### src/rtl/mc_defs.sv
// rtl/mc_defs.sv - shared opcodes, state encodings and select codes for the multicycle control FSM
package mc_defs;

    localparam logic [5:0] OP_RTYPE = 6'b000000;
    localparam logic [5:0] OP_LW    = 6'b100011;
    localparam logic [5:0] OP_SW    = 6'b101011;
    localparam logic [5:0] OP_BEQ   = 6'b000100;
    localparam logic [5:0] OP_J     = 6'b000010;
    localparam logic [5:0] OP_ADDI  = 6'b001000;

    typedef enum logic [3:0] {
        S_FETCH  = 4'd0,
        S_DECODE = 4'd1,
        S_MEMADR = 4'd2,
        S_MEMRD  = 4'd3,
        S_MEMWB  = 4'd4,
        S_MEMWR  = 4'd5,
        S_EXEC   = 4'd6,
        S_RWB    = 4'd7,
        S_BEQ    = 4'd8,
        S_JUMP   = 4'd9,
        S_ADDIEX = 4'd10,
        S_ADDIWB = 4'd11
    } state_t;

    localparam logic [1:0] SRCB_RT    = 2'b00;
    localparam logic [1:0] SRCB_FOUR  = 2'b01;
    localparam logic [1:0] SRCB_IMM   = 2'b10;
    localparam logic [1:0] SRCB_IMMSH = 2'b11;

    localparam logic [1:0] PCSRC_ALU    = 2'b00;
    localparam logic [1:0] PCSRC_ALUOUT = 2'b01;
    localparam logic [1:0] PCSRC_JUMP   = 2'b10;

    localparam logic [1:0] ALUOP_ADD   = 2'b00;
    localparam logic [1:0] ALUOP_SUB   = 2'b01;
    localparam logic [1:0] ALUOP_FUNCT = 2'b10;

    typedef struct packed {
        logic       pcwrite;
        logic       pcwritecond;
        logic       iord;
        logic       memread;
        logic       memwrite;
        logic       memtoreg;
        logic       irwrite;
        logic       regdst;
        logic       regwrite;
        logic       alusrca;
        logic [1:0] alusrcb;
        logic [1:0] pcsource;
        logic [1:0] aluop;
    } ctrl_t;

    function automatic logic is_mem_op(input logic [5:0] op);
        return (op == OP_LW) || (op == OP_SW);
    endfunction

endpackage

### src/rtl/multicycle_control_if.sv
// rtl/multicycle_control_if.sv - opcode/handshake inputs and control word outputs of the main FSM
interface multicycle_control_if #(
    parameter int OPW = 6,
    parameter int STW = 4
);
    logic [OPW-1:0] op;
    logic           mem_ready;
    logic           pcwrite;
    logic           pcwritecond;
    logic           iord;
    logic           memread;
    logic           memwrite;
    logic           memtoreg;
    logic           irwrite;
    logic           regdst;
    logic           regwrite;
    logic           alusrca;
    logic [1:0]     alusrcb;
    logic [1:0]     pcsource;
    logic           aluop1;
    logic           aluop0;
    logic [STW-1:0] state;

    modport master (
        input  op, mem_ready,
        output pcwrite, pcwritecond, iord, memread, memwrite, memtoreg,
               irwrite, regdst, regwrite, alusrca, alusrcb, pcsource,
               aluop1, aluop0, state
    );

    modport slave (
        output op, mem_ready,
        input  pcwrite, pcwritecond, iord, memread, memwrite, memtoreg,
               irwrite, regdst, regwrite, alusrca, alusrcb, pcsource,
               aluop1, aluop0, state
    );
endinterface

### src/rtl/mc_outdec.sv
// rtl/mc_outdec.sv - combinational state + mem_ready to control word decoder
module mc_outdec
    import mc_defs::*;
(
    input  logic [3:0] state,
    input  logic       mem_ready,
    output ctrl_t      ctrl
);

    always_comb begin
        ctrl          = '0;
        ctrl.alusrcb  = SRCB_RT;
        ctrl.pcsource = PCSRC_ALU;
        ctrl.aluop    = ALUOP_ADD;
        case (state)
            S_FETCH: begin
                // PC+4 and IR load commit on the same cycle memory returns the word
                ctrl.memread = 1'b1;
                ctrl.alusrcb = SRCB_FOUR;
                ctrl.pcwrite = mem_ready;
                ctrl.irwrite = mem_ready;
            end
            S_DECODE: begin
                ctrl.alusrcb = SRCB_IMMSH;
            end
            S_MEMADR: begin
                ctrl.alusrca = 1'b1;
                ctrl.alusrcb = SRCB_IMM;
            end
            S_MEMRD: begin
                ctrl.memread = 1'b1;
                ctrl.iord    = 1'b1;
            end
            S_MEMWB: begin
                ctrl.regwrite = 1'b1;
                ctrl.memtoreg = 1'b1;
            end
            S_MEMWR: begin
                ctrl.memwrite = 1'b1;
                ctrl.iord     = 1'b1;
            end
            S_EXEC: begin
                ctrl.alusrca = 1'b1;
                ctrl.alusrcb = SRCB_RT;
                ctrl.aluop   = ALUOP_FUNCT;
            end
            S_RWB: begin
                ctrl.regwrite = 1'b1;
                ctrl.regdst   = 1'b1;
            end
            S_BEQ: begin
                ctrl.alusrca     = 1'b1;
                ctrl.alusrcb     = SRCB_RT;
                ctrl.aluop       = ALUOP_SUB;
                ctrl.pcwritecond = 1'b1;
                ctrl.pcsource    = PCSRC_ALUOUT;
            end
            S_JUMP: begin
                ctrl.pcwrite  = 1'b1;
                ctrl.pcsource = PCSRC_JUMP;
            end
            S_ADDIEX: begin
                ctrl.alusrca = 1'b1;
                ctrl.alusrcb = SRCB_IMM;
            end
            S_ADDIWB: begin
                ctrl.regwrite = 1'b1;
            end
            default: ctrl = '0;
        endcase
    end

endmodule

### src/rtl/multicycle_control.sv
// rtl/multicycle_control.sv - main control FSM of the multicycle MIPS datapath
module multicycle_control
    import mc_defs::*;
#(
    parameter int OPW = 6,
    parameter int STW = 4
) (
    input  logic                 clk,
    input  logic                 reset,
    multicycle_control_if.master bus
);

    logic [3:0]     state_q;
    logic [3:0]     state_d;
    logic [OPW-1:0] op_w;
    ctrl_t          ctrl;

    assign op_w = bus.op;

    always_ff @(posedge clk or posedge reset) begin
        if (reset) begin
            state_q <= S_FETCH;
        end else begin
            state_q <= state_d;
        end
    end

    // op is only looked at in DECODE and MEMADR; elsewhere it is don't-care
    always_comb begin
        state_d = S_FETCH;
        case (state_q)
            S_FETCH:  state_d = bus.mem_ready ? S_DECODE : S_FETCH;
            S_DECODE: begin
                if (is_mem_op(op_w))         state_d = S_MEMADR;
                else if (op_w == OP_RTYPE)   state_d = S_EXEC;
                else if (op_w == OP_BEQ)     state_d = S_BEQ;
                else if (op_w == OP_J)       state_d = S_JUMP;
                else if (op_w == OP_ADDI)    state_d = S_ADDIEX;
                else                         state_d = S_FETCH;
            end
            S_MEMADR: state_d = (op_w == OP_LW) ? S_MEMRD : S_MEMWR;
            S_MEMRD:  state_d = bus.mem_ready ? S_MEMWB : S_MEMRD;
            S_MEMWB:  state_d = S_FETCH;
            S_MEMWR:  state_d = bus.mem_ready ? S_FETCH : S_MEMWR;
            S_EXEC:   state_d = S_RWB;
            S_RWB:    state_d = S_FETCH;
            S_BEQ:    state_d = S_FETCH;
            S_JUMP:   state_d = S_FETCH;
            S_ADDIEX: state_d = S_ADDIWB;
            S_ADDIWB: state_d = S_FETCH;
            default:  state_d = S_FETCH;
        endcase
    end

    mc_outdec u_outdec (
        .state     (state_q),
        .mem_ready (bus.mem_ready),
        .ctrl      (ctrl)
    );

    // Keep FETCH from loading PC/IR while reset holds the machine
    assign bus.pcwrite     = ctrl.pcwrite & ~reset;
    assign bus.irwrite     = ctrl.irwrite & ~reset;
    assign bus.pcwritecond = ctrl.pcwritecond;
    assign bus.iord        = ctrl.iord;
    assign bus.memread     = ctrl.memread;
    assign bus.memwrite    = ctrl.memwrite;
    assign bus.memtoreg    = ctrl.memtoreg;
    assign bus.regdst      = ctrl.regdst;
    assign bus.regwrite    = ctrl.regwrite;
    assign bus.alusrca     = ctrl.alusrca;
    assign bus.alusrcb     = ctrl.alusrcb;
    assign bus.pcsource    = ctrl.pcsource;
    assign bus.aluop1      = ctrl.aluop[1];
    assign bus.aluop0      = ctrl.aluop[0];
    assign bus.state       = STW'(state_q);

endmodule

### src/flat_wrapper.sv
// flat-port wrapper written by rule: the top's interface ports become plain ports
module multicycle_control_flat import mc_defs::*;
#(
    parameter int OPW = 6,
    parameter int STW = 4
)
  (clk, reset, bus_op, bus_mem_ready, bus_pcwrite, bus_pcwritecond, bus_iord, bus_memread, bus_memwrite, bus_memtoreg, bus_irwrite, bus_regdst, bus_regwrite, bus_alusrca, bus_alusrcb, bus_pcsource, bus_aluop1, bus_aluop0, bus_state);
  multicycle_control_if #(.OPW(OPW), .STW(STW)) bus_i ();
  input  logic clk;
  input  logic reset;
  input wire logic [$bits(bus_i.op)-1:0] bus_op;
  input wire logic [$bits(bus_i.mem_ready)-1:0] bus_mem_ready;
  output wire logic [$bits(bus_i.pcwrite)-1:0] bus_pcwrite;
  output wire logic [$bits(bus_i.pcwritecond)-1:0] bus_pcwritecond;
  output wire logic [$bits(bus_i.iord)-1:0] bus_iord;
  output wire logic [$bits(bus_i.memread)-1:0] bus_memread;
  output wire logic [$bits(bus_i.memwrite)-1:0] bus_memwrite;
  output wire logic [$bits(bus_i.memtoreg)-1:0] bus_memtoreg;
  output wire logic [$bits(bus_i.irwrite)-1:0] bus_irwrite;
  output wire logic [$bits(bus_i.regdst)-1:0] bus_regdst;
  output wire logic [$bits(bus_i.regwrite)-1:0] bus_regwrite;
  output wire logic [$bits(bus_i.alusrca)-1:0] bus_alusrca;
  output wire logic [$bits(bus_i.alusrcb)-1:0] bus_alusrcb;
  output wire logic [$bits(bus_i.pcsource)-1:0] bus_pcsource;
  output wire logic [$bits(bus_i.aluop1)-1:0] bus_aluop1;
  output wire logic [$bits(bus_i.aluop0)-1:0] bus_aluop0;
  output wire logic [$bits(bus_i.state)-1:0] bus_state;
  assign bus_i.op = bus_op;
  assign bus_i.mem_ready = bus_mem_ready;
  assign bus_pcwrite = bus_i.pcwrite;
  assign bus_pcwritecond = bus_i.pcwritecond;
  assign bus_iord = bus_i.iord;
  assign bus_memread = bus_i.memread;
  assign bus_memwrite = bus_i.memwrite;
  assign bus_memtoreg = bus_i.memtoreg;
  assign bus_irwrite = bus_i.irwrite;
  assign bus_regdst = bus_i.regdst;
  assign bus_regwrite = bus_i.regwrite;
  assign bus_alusrca = bus_i.alusrca;
  assign bus_alusrcb = bus_i.alusrcb;
  assign bus_pcsource = bus_i.pcsource;
  assign bus_aluop1 = bus_i.aluop1;
  assign bus_aluop0 = bus_i.aluop0;
  assign bus_state = bus_i.state;
  multicycle_control #(.OPW(OPW), .STW(STW)) u_core (.clk(clk), .reset(reset), .bus(bus_i));
endmodule
### config.mk
export PLATFORM = sky130hd
export DESIGN_NAME = multicycle_control_flat
export DESIGN_NICKNAME = d
export VERILOG_FILES = /design/src/rtl/mc_defs.sv /design/src/rtl/multicycle_control_if.sv /design/src/rtl/mc_outdec.sv /design/src/rtl/multicycle_control.sv /design/src/flat_wrapper.sv
export SDC_FILE = /design/constraint.sdc
export NUM_CORES = 1
export LEC_CHECK = 0
export CORE_MARGIN = 4
export CORE_UTILIZATION = 39
export DETAILED_ROUTE_END_ITERATION = 16
export GPL_TIMING_DRIVEN = 0
export HOLD_SLACK_MARGIN = 0.15
export PLACE_DENSITY = 0.78
export SLEW_MARGIN = 20
export SYNTH_ARGS = -nofsm -noshare
export SYNTH_HDL_FRONTEND = slang
export SYNTH_HIERARCHICAL = 1
export SYNTH_SLANG_ARGS = --single-unit
### constraint.sdc
create_clock -name clk -period 1.7 [get_ports clk]
set_input_delay 0.34 -clock clk [delete_from_list [all_inputs] [get_ports clk]]
set_output_delay 0.34 -clock clk [all_outputs]
set_load 0.01 [all_outputs]
==> out/results.tsv, run 1 <==
metric	value	unit
run status	finished, violations left	
failing checks	setup timing	
Post-synth top flop	dfrtp_1	
Post-Synthesis Net Count	80	
CP bufs+invs	2	
max reg flops	4	
area growth from synthesis to layout	76.5	%
Routed WL	1640	um
worst vdd ir	0.505	mV
GRT Total Usage	15.5	%
Mapped Area	576	um2
Worst path slowest cell	dfrtp_2	
EDFF count, synth	0	
Seq/Total Area, Yosys	17.4	%
ANT cells	0	
Routability Congestion	0.767	
CP arrival	1.56	ns
count leader, synth	nor3_1	
Slew Limit Fails	0	
Rows	13	
Finished Cell Area	1020	um2
Slew HR	70.2	%
Max Freq	526	MHz
Critical Path RT	1.36	ns
list of most frequent post-synthesis cells	nor3_1 (5), buf_2 (4), dfrtp_1 (4), nand2b_1 (4), nor2_1 (4)	
worst clock skew	0.0132	ns
Final Hold Viols	0	
port bufs	28	
CP top delay family	simple AND/OR/NAND/NOR gates	
post-place setup slack	-0.778	ns
# clock sinks	4	
number of synthesis warnings	6	
H-tree depth	1	
post-route ant nets	0	
Avg Inst Size Synth	8.11	um2
CTS Buf Count	3	
Skew-Pair Late Insertion Delay	0.24	ns
per-cell routed wire length	12.8	um
Critical Path End Type	output pin	
DR vias/cell	5.43	
CTS tree	done	
io pins	29	
placed inst area	883	um2
drt drc	0	
Yosys cell types	37	
Worst Path Max Fanout	5	
Least-Margin Pin Slew	0.441	ns
critical path cell sequence	buf_6 -> or3b_1 -> a211oi_2 -> nor2b_2 -> buf_2	
Synth area leaders	dfrtp_1 (17%), or3b_1 (4.6%), xnor2_1 (4.6%)	
Worst Hold Class	primary input to asynchronous set/reset pin	
clock period minus worst slack	1.90	ns
Starting Density	42.6	%
Die Ht	46.4	um
Filler cells	97	
initial antenna violation count	0	
CP peak stage delay	0.41	ns
Final HPWL DP	1090	um
CTS Hold Bufs	0	
crit share post-route	112	%
1st-pass router iterations	4	
DR iter-0 viols	11	
PwrDens	487	nW/um2
die area	2150	um2
post-synthesis cell count	71	
crit start category	register	
Crit Path Class	register to output pin	
nets@finish	123	
MaxCap Viol Count	0	
Vias	695	
Final Util	75.3	%
CTS root buf	clkbuf_4	
GRT overflow	0	
clock slew at reported path FFs	0.04	ns
largest net degree at the start of global routing	11	
first-pass GRT wire length	2480	um
post-synth top area share	17.4	%
unrepaired setup endpoints after global routing	yes	
largest area contributor in the netlist	dfrtp_1	
core area	1350	um2
number of global-route vias before repair	662	
register bit total from synthesis	4	
Leakage	0.447	nW
Final setup violation count	6	
final worst slack	-0.200	ns
CTS max path bufs	2	
fraction of registers with async set/reset	100	%
total power	495	uW
share of cells above drive strength 1	50.4	%
Chip Width	46.4	um
-- worst register-to-register path: stages, from the launching register on --
cell and delay (ns):
dfrtp_1 0.39, buf_4 0.16, buf_2 0.18, nor4bb_1 0.45, a311oi_1 0.10, o221ai_1 0.22
-- logic make-up (layout without fill, tap and decap cells) --
logic type	after synthesis	in the layout	synth area share, %
buffers and inverters	10	52	10.0
xor gates and xnor gates	4	4	6.09
DFF	4	4	17.4
and+or+nand+nor	38	38	47.2
AOI/OAI and AO/OA	15	15	19.3
-- cell usage in the layout, fill, tap and decap left out, types with 2 or more instances in the layout --
master / n
clkbuf_4: 3
inv_1: 3
nor2_1: 3
nand2_1: 3
nor4_4: 2
buf_2: 16
nor3_2: 3
a211oi_1: 2
buf_4: 10
xnor2_1: 3
o22ai_1: 2
or3_1: 3
clkdlybuf4s50_1: 10
a21oi_2: 2
dfrtp_2: 3
nand2b_1: 3
nand2b_4: 2
nor3b_1: 2
or3b_1: 3
buf_6: 5
o221ai_1: 2
-- layout make-up --
cell class / count / area, um2 / area share [%]
sequential: 4 / 104 / 10.2
multi-input combinational: 57 / 498 / 49.0
inverter: 3 / 11.3 / 1.11
timing repair buffer: 39 / 310 / 30.5
buffer: 6 / 47.5 / 4.68
clock buffer: 4 / 26.3 / 2.59
tap: 15 / 18.8 / 1.85
-- power breakdown --
part | internal, mW | switching [mW] | total [mW]
registers | 0.103 | 0.0113 | 0.115
logic | 0.135 | 0.119 | 0.255
clock network | 0.0879 | 0.0380 | 0.126
-- what timing repair did --
action,CTS,global route
resized for setup,69,17
buffers inserted,8,3
setup endpoints to repair,16,16
pin swaps,3,4
-- metal layers --
| layer | GRT usage, % | up-vias | part of all wire (%) |
|---|---|---|---|
| li1 | - | 348 | - |
| met1 | 15.6 | 314 | 36 |
| met2 | 30.8 | 31 | 53 |
| met3 | 1.56 | 2 | 9.4 |
| met4 | 6.82 | 0 | 1.1 |
| met5 | 0 | - | 0 |
-- worst paths after layout --
path / cells after the start / slack (ns) / start / endpoint
max: 5 / -0.20 / u_core/bus.state[3]$_DFF_PP0_ / bus_pcwrite
max reg2reg: 5 / 0.09 / u_core/bus.state[1]$_DFF_PP0_ / u_core/bus.state[2]$_DFF_PP0_
min in group clk: 2 / 0.72 / u_core/bus.state[3]$_DFF_PP0_ / u_core/bus.state[0]$_DFF_PP0_
max in group asynchronous: 2 / 1.17 / reset / u_core/bus.state[2]$_DFF_PP0_
min: 2 / 0.36 / reset / u_core/bus.state[1]$_DFF_PP0_
min reg2reg: 2 / 0.72 / u_core/bus.state[3]$_DFF_PP0_ / u_core/bus.state[0]$_DFF_PP0_
-- through the flow --
stage / TNS, ns / instances / hold WS (ns)
floorplan: 0 / 71 / 0.106
global placement: -3.92 / 114 / 0.613
detailed placement: -4.06 / 114 / 0.616
CTS: -0.790 / 125 / 0.362
global route: -1.14 / 128 / 0.388
finish: -0.523 / 128 / 0.359
Note: power is estimated with default switching activity, not from simulation.
==> run 2: changes to the inputs <==
REMOVE_ABC_BUFFERS = 1   (was not set)
==> run 2 against run 1 <==
Against the previous run: highest routed layer is now met3; cell count shrank 3.1%; critical path type unchanged; final area shrank 3.9%; non-clock buffer count shrank 3; power shrank 0.82%; critical path depth shrank 1; the run still ends with setup timing left; clock power shrank 5%; worst hold slack gained 0.010 ns; die area is the same.
==> out/results.tsv, run 2 (synthesis gave the netlist of run 1 again) <==
metric	value	unit	change
Vias	678		was 695
nets@finish	120		was 123
CTS max path bufs	2		unchanged
first-pass GRT wire length	2860	um	was 2480 um
H-tree depth	1		unchanged
Least-Margin Pin Slew	0.345	ns	was 0.441 ns
drt drc	0		unchanged
ANT cells	0		unchanged
Post-Place Cells	107		was 114
Starting Density	42.6	%	unchanged
Worst path slowest cell	dfrtp_2		unchanged
post-place setup slack	-0.773	ns	was -0.778 ns
Slew HR	76.7	%	was 70.2%
Worst Path Max Fanout	3		was 5
Slew Limit Fails	0		unchanged
CTS tree	done		unchanged
M1 GR Usage	21.8	%	was 15.6%
most frequent cells in the layout	buf_2 (11), clkdlybuf4s50_1 (9), buf_4 (8)		was buf_2 (16), clkdlybuf4s50_1 (10), buf_4 (10)
DR iter-0 viols	10		was 11
DR vias/cell	5.47		was 5.43
CP bufs+invs	1		was 2
failing checks	setup timing		unchanged
most used routing layer	met2		unchanged
initial antenna violation count	0		unchanged
final worst slack	-0.116	ns	was -0.200 ns
# clock sinks	4		unchanged
Critical Path RT	1.36	ns	about the same
CTS root buf	clkbuf_4		unchanged
Finished Cell Area	976	um2	was 1020 um2
share of cells above drive strength 1	47.7	%	was 50.4%
Final Hold Viols	0		unchanged
CP top delay family	simple AND/OR/NAND/NOR gates		unchanged
crit share post-route	107	%	was 112%
Critical Path End Type	output pin		unchanged
Final HPWL DP	1020	um	was 1090 um
CP peak stage delay	0.40	ns	was 0.41 ns
Final setup violation count	3		was 6
largest net degree at the start of global routing	12		was 11
Die Ht	46.4	um	unchanged
run status	finished, violations left		unchanged
CTS Buf Count	3		unchanged
1st-pass router iterations	3		was 4
area growth from synthesis to layout	69.6	%	was 76.5%
max reg flops	4		unchanged
Routability Congestion	0.765		was 0.767
placed inst area	828	um2	was 883 um2
total power	491	uW	was 495 uW
Leakage	0.427	nW	was 0.447 nW
unrepaired setup endpoints after global routing	yes		unchanged
MaxCap Viol Count	0		unchanged
clock slew at reported path FFs	0.04	ns	about the same
Worst Hold Class	primary input to asynchronous set/reset pin		unchanged
Rows	13		unchanged
GRT met2 Usage	33.2	%	was 30.8%
die area	2150	um2	unchanged
per-cell routed wire length	15.4	um	was 12.8 um
number of global-route vias before repair	626		was 662
clock period minus worst slack	1.82	ns	was 1.90 ns
worst clock skew	0.00817	ns	was 0.0132 ns
Crit Path Class	register to output pin		unchanged
final non-filler cell total	124		was 128
GRT overflow	0		unchanged
crit start category	register		unchanged
io pins	29		unchanged
Skew-Pair Late Insertion Delay	0.23	ns	was 0.24 ns
Filler cells	104		was 97
met3 GRT Util	1.95	%	was 1.56%
critical path cell sequence	or3b_1 -> a211oi_2 -> nor2b_1 -> buf_2		was buf_6 -> or3b_1 -> a211oi_2 -> nor2b_2 -> buf_2
core area	1350	um2	unchanged
CP arrival	1.48	ns	was 1.56 ns
Chip Width	46.4	um	unchanged
commonest non-fill, non-tap cell in the layout	buf_2		unchanged
post-route ant nets	0		unchanged
Routed WL	1910	um	was 1640 um
GRT Total Usage	18.5	%	was 15.5%
worst vdd ir	0.183	mV	was 0.505 mV
Max Freq	551	MHz	was 526 MHz
port bufs	28		unchanged
PwrDens	503	nW/um2	was 487 nW/um2
-- run 2: worst paths after layout --
kind | from | end | slack, ns | cells after the start
min | reset | u_core/bus.state[1]$_DFF_PP0_ | 0.37 | 2
max in group asynchronous | reset | u_core/bus.state[2]$_DFF_PP0_ | 1.15 | 2
min in group clk | u_core/bus.state[3]$_DFF_PP0_ | u_core/bus.state[0]$_DFF_PP0_ | 0.72 | 2
min reg2reg | u_core/bus.state[3]$_DFF_PP0_ | u_core/bus.state[0]$_DFF_PP0_ | 0.72 | 2
max | u_core/bus.state[3]$_DFF_PP0_ | bus_pcwrite | -0.12 | 4
max reg2reg | u_core/bus.state[2]$_DFF_PP0_ | u_core/bus.state[2]$_DFF_PP0_ | 0.07 | 5
-- run 2: through the flow --
step	util [%]	hold slack [ns]	setup TNS (ns)
2_1_floorplan	-	0.106	-0.00313
3_3_place_gp	61.4	0.592	-5.69
3_5_place_dp	61.4	0.596	-6.00
4_1_cts	71.1	0.361	-0.398
5_1_grt	72.3	0.383	-0.575
6_report	72.3	0.369	-0.277
-- run 2: layout make-up --
cell class | count | area [um2] | share of cell area (%)
multi-input combinational | 57 | 478 | 49.0
timing repair buffer | 42 | 338 | 34.6
sequential | 4 | 108 | 11.0
clock buffer | 3 | 22.5 | 2.31
tap | 15 | 18.8 | 1.92
inverter | 3 | 11.3 | 1.15
-- run 2: routing by layer --
| metal | routed length (um) | vias up |
|---|---|---|
| met5 | 0 | - |
| met4 | 0 | 0 |
| met3 | 81 | 0 |
| met2 | 1010 | 14 |
| met1 | 816 | 327 |
| li1 | - | 337 |
-- run 2: what timing repair did --
item,4_1_cts,5_1_grt
gates resized for setup,63,22
endpoints found under the setup margin,20,19
buffers inserted,14,0
hold buffers,0,0
pin swaps,3,4
endpoints found under the hold margin,0,0
-- run 2: report_power, final --
part           switching [mW]  leakage (nW)  total (mW)  internal, mW
combinational           0.125         0.365       0.259         0.134
sequential            0.00826        0.0476       0.112         0.104
clock                  0.0408        0.0138       0.120        0.0791
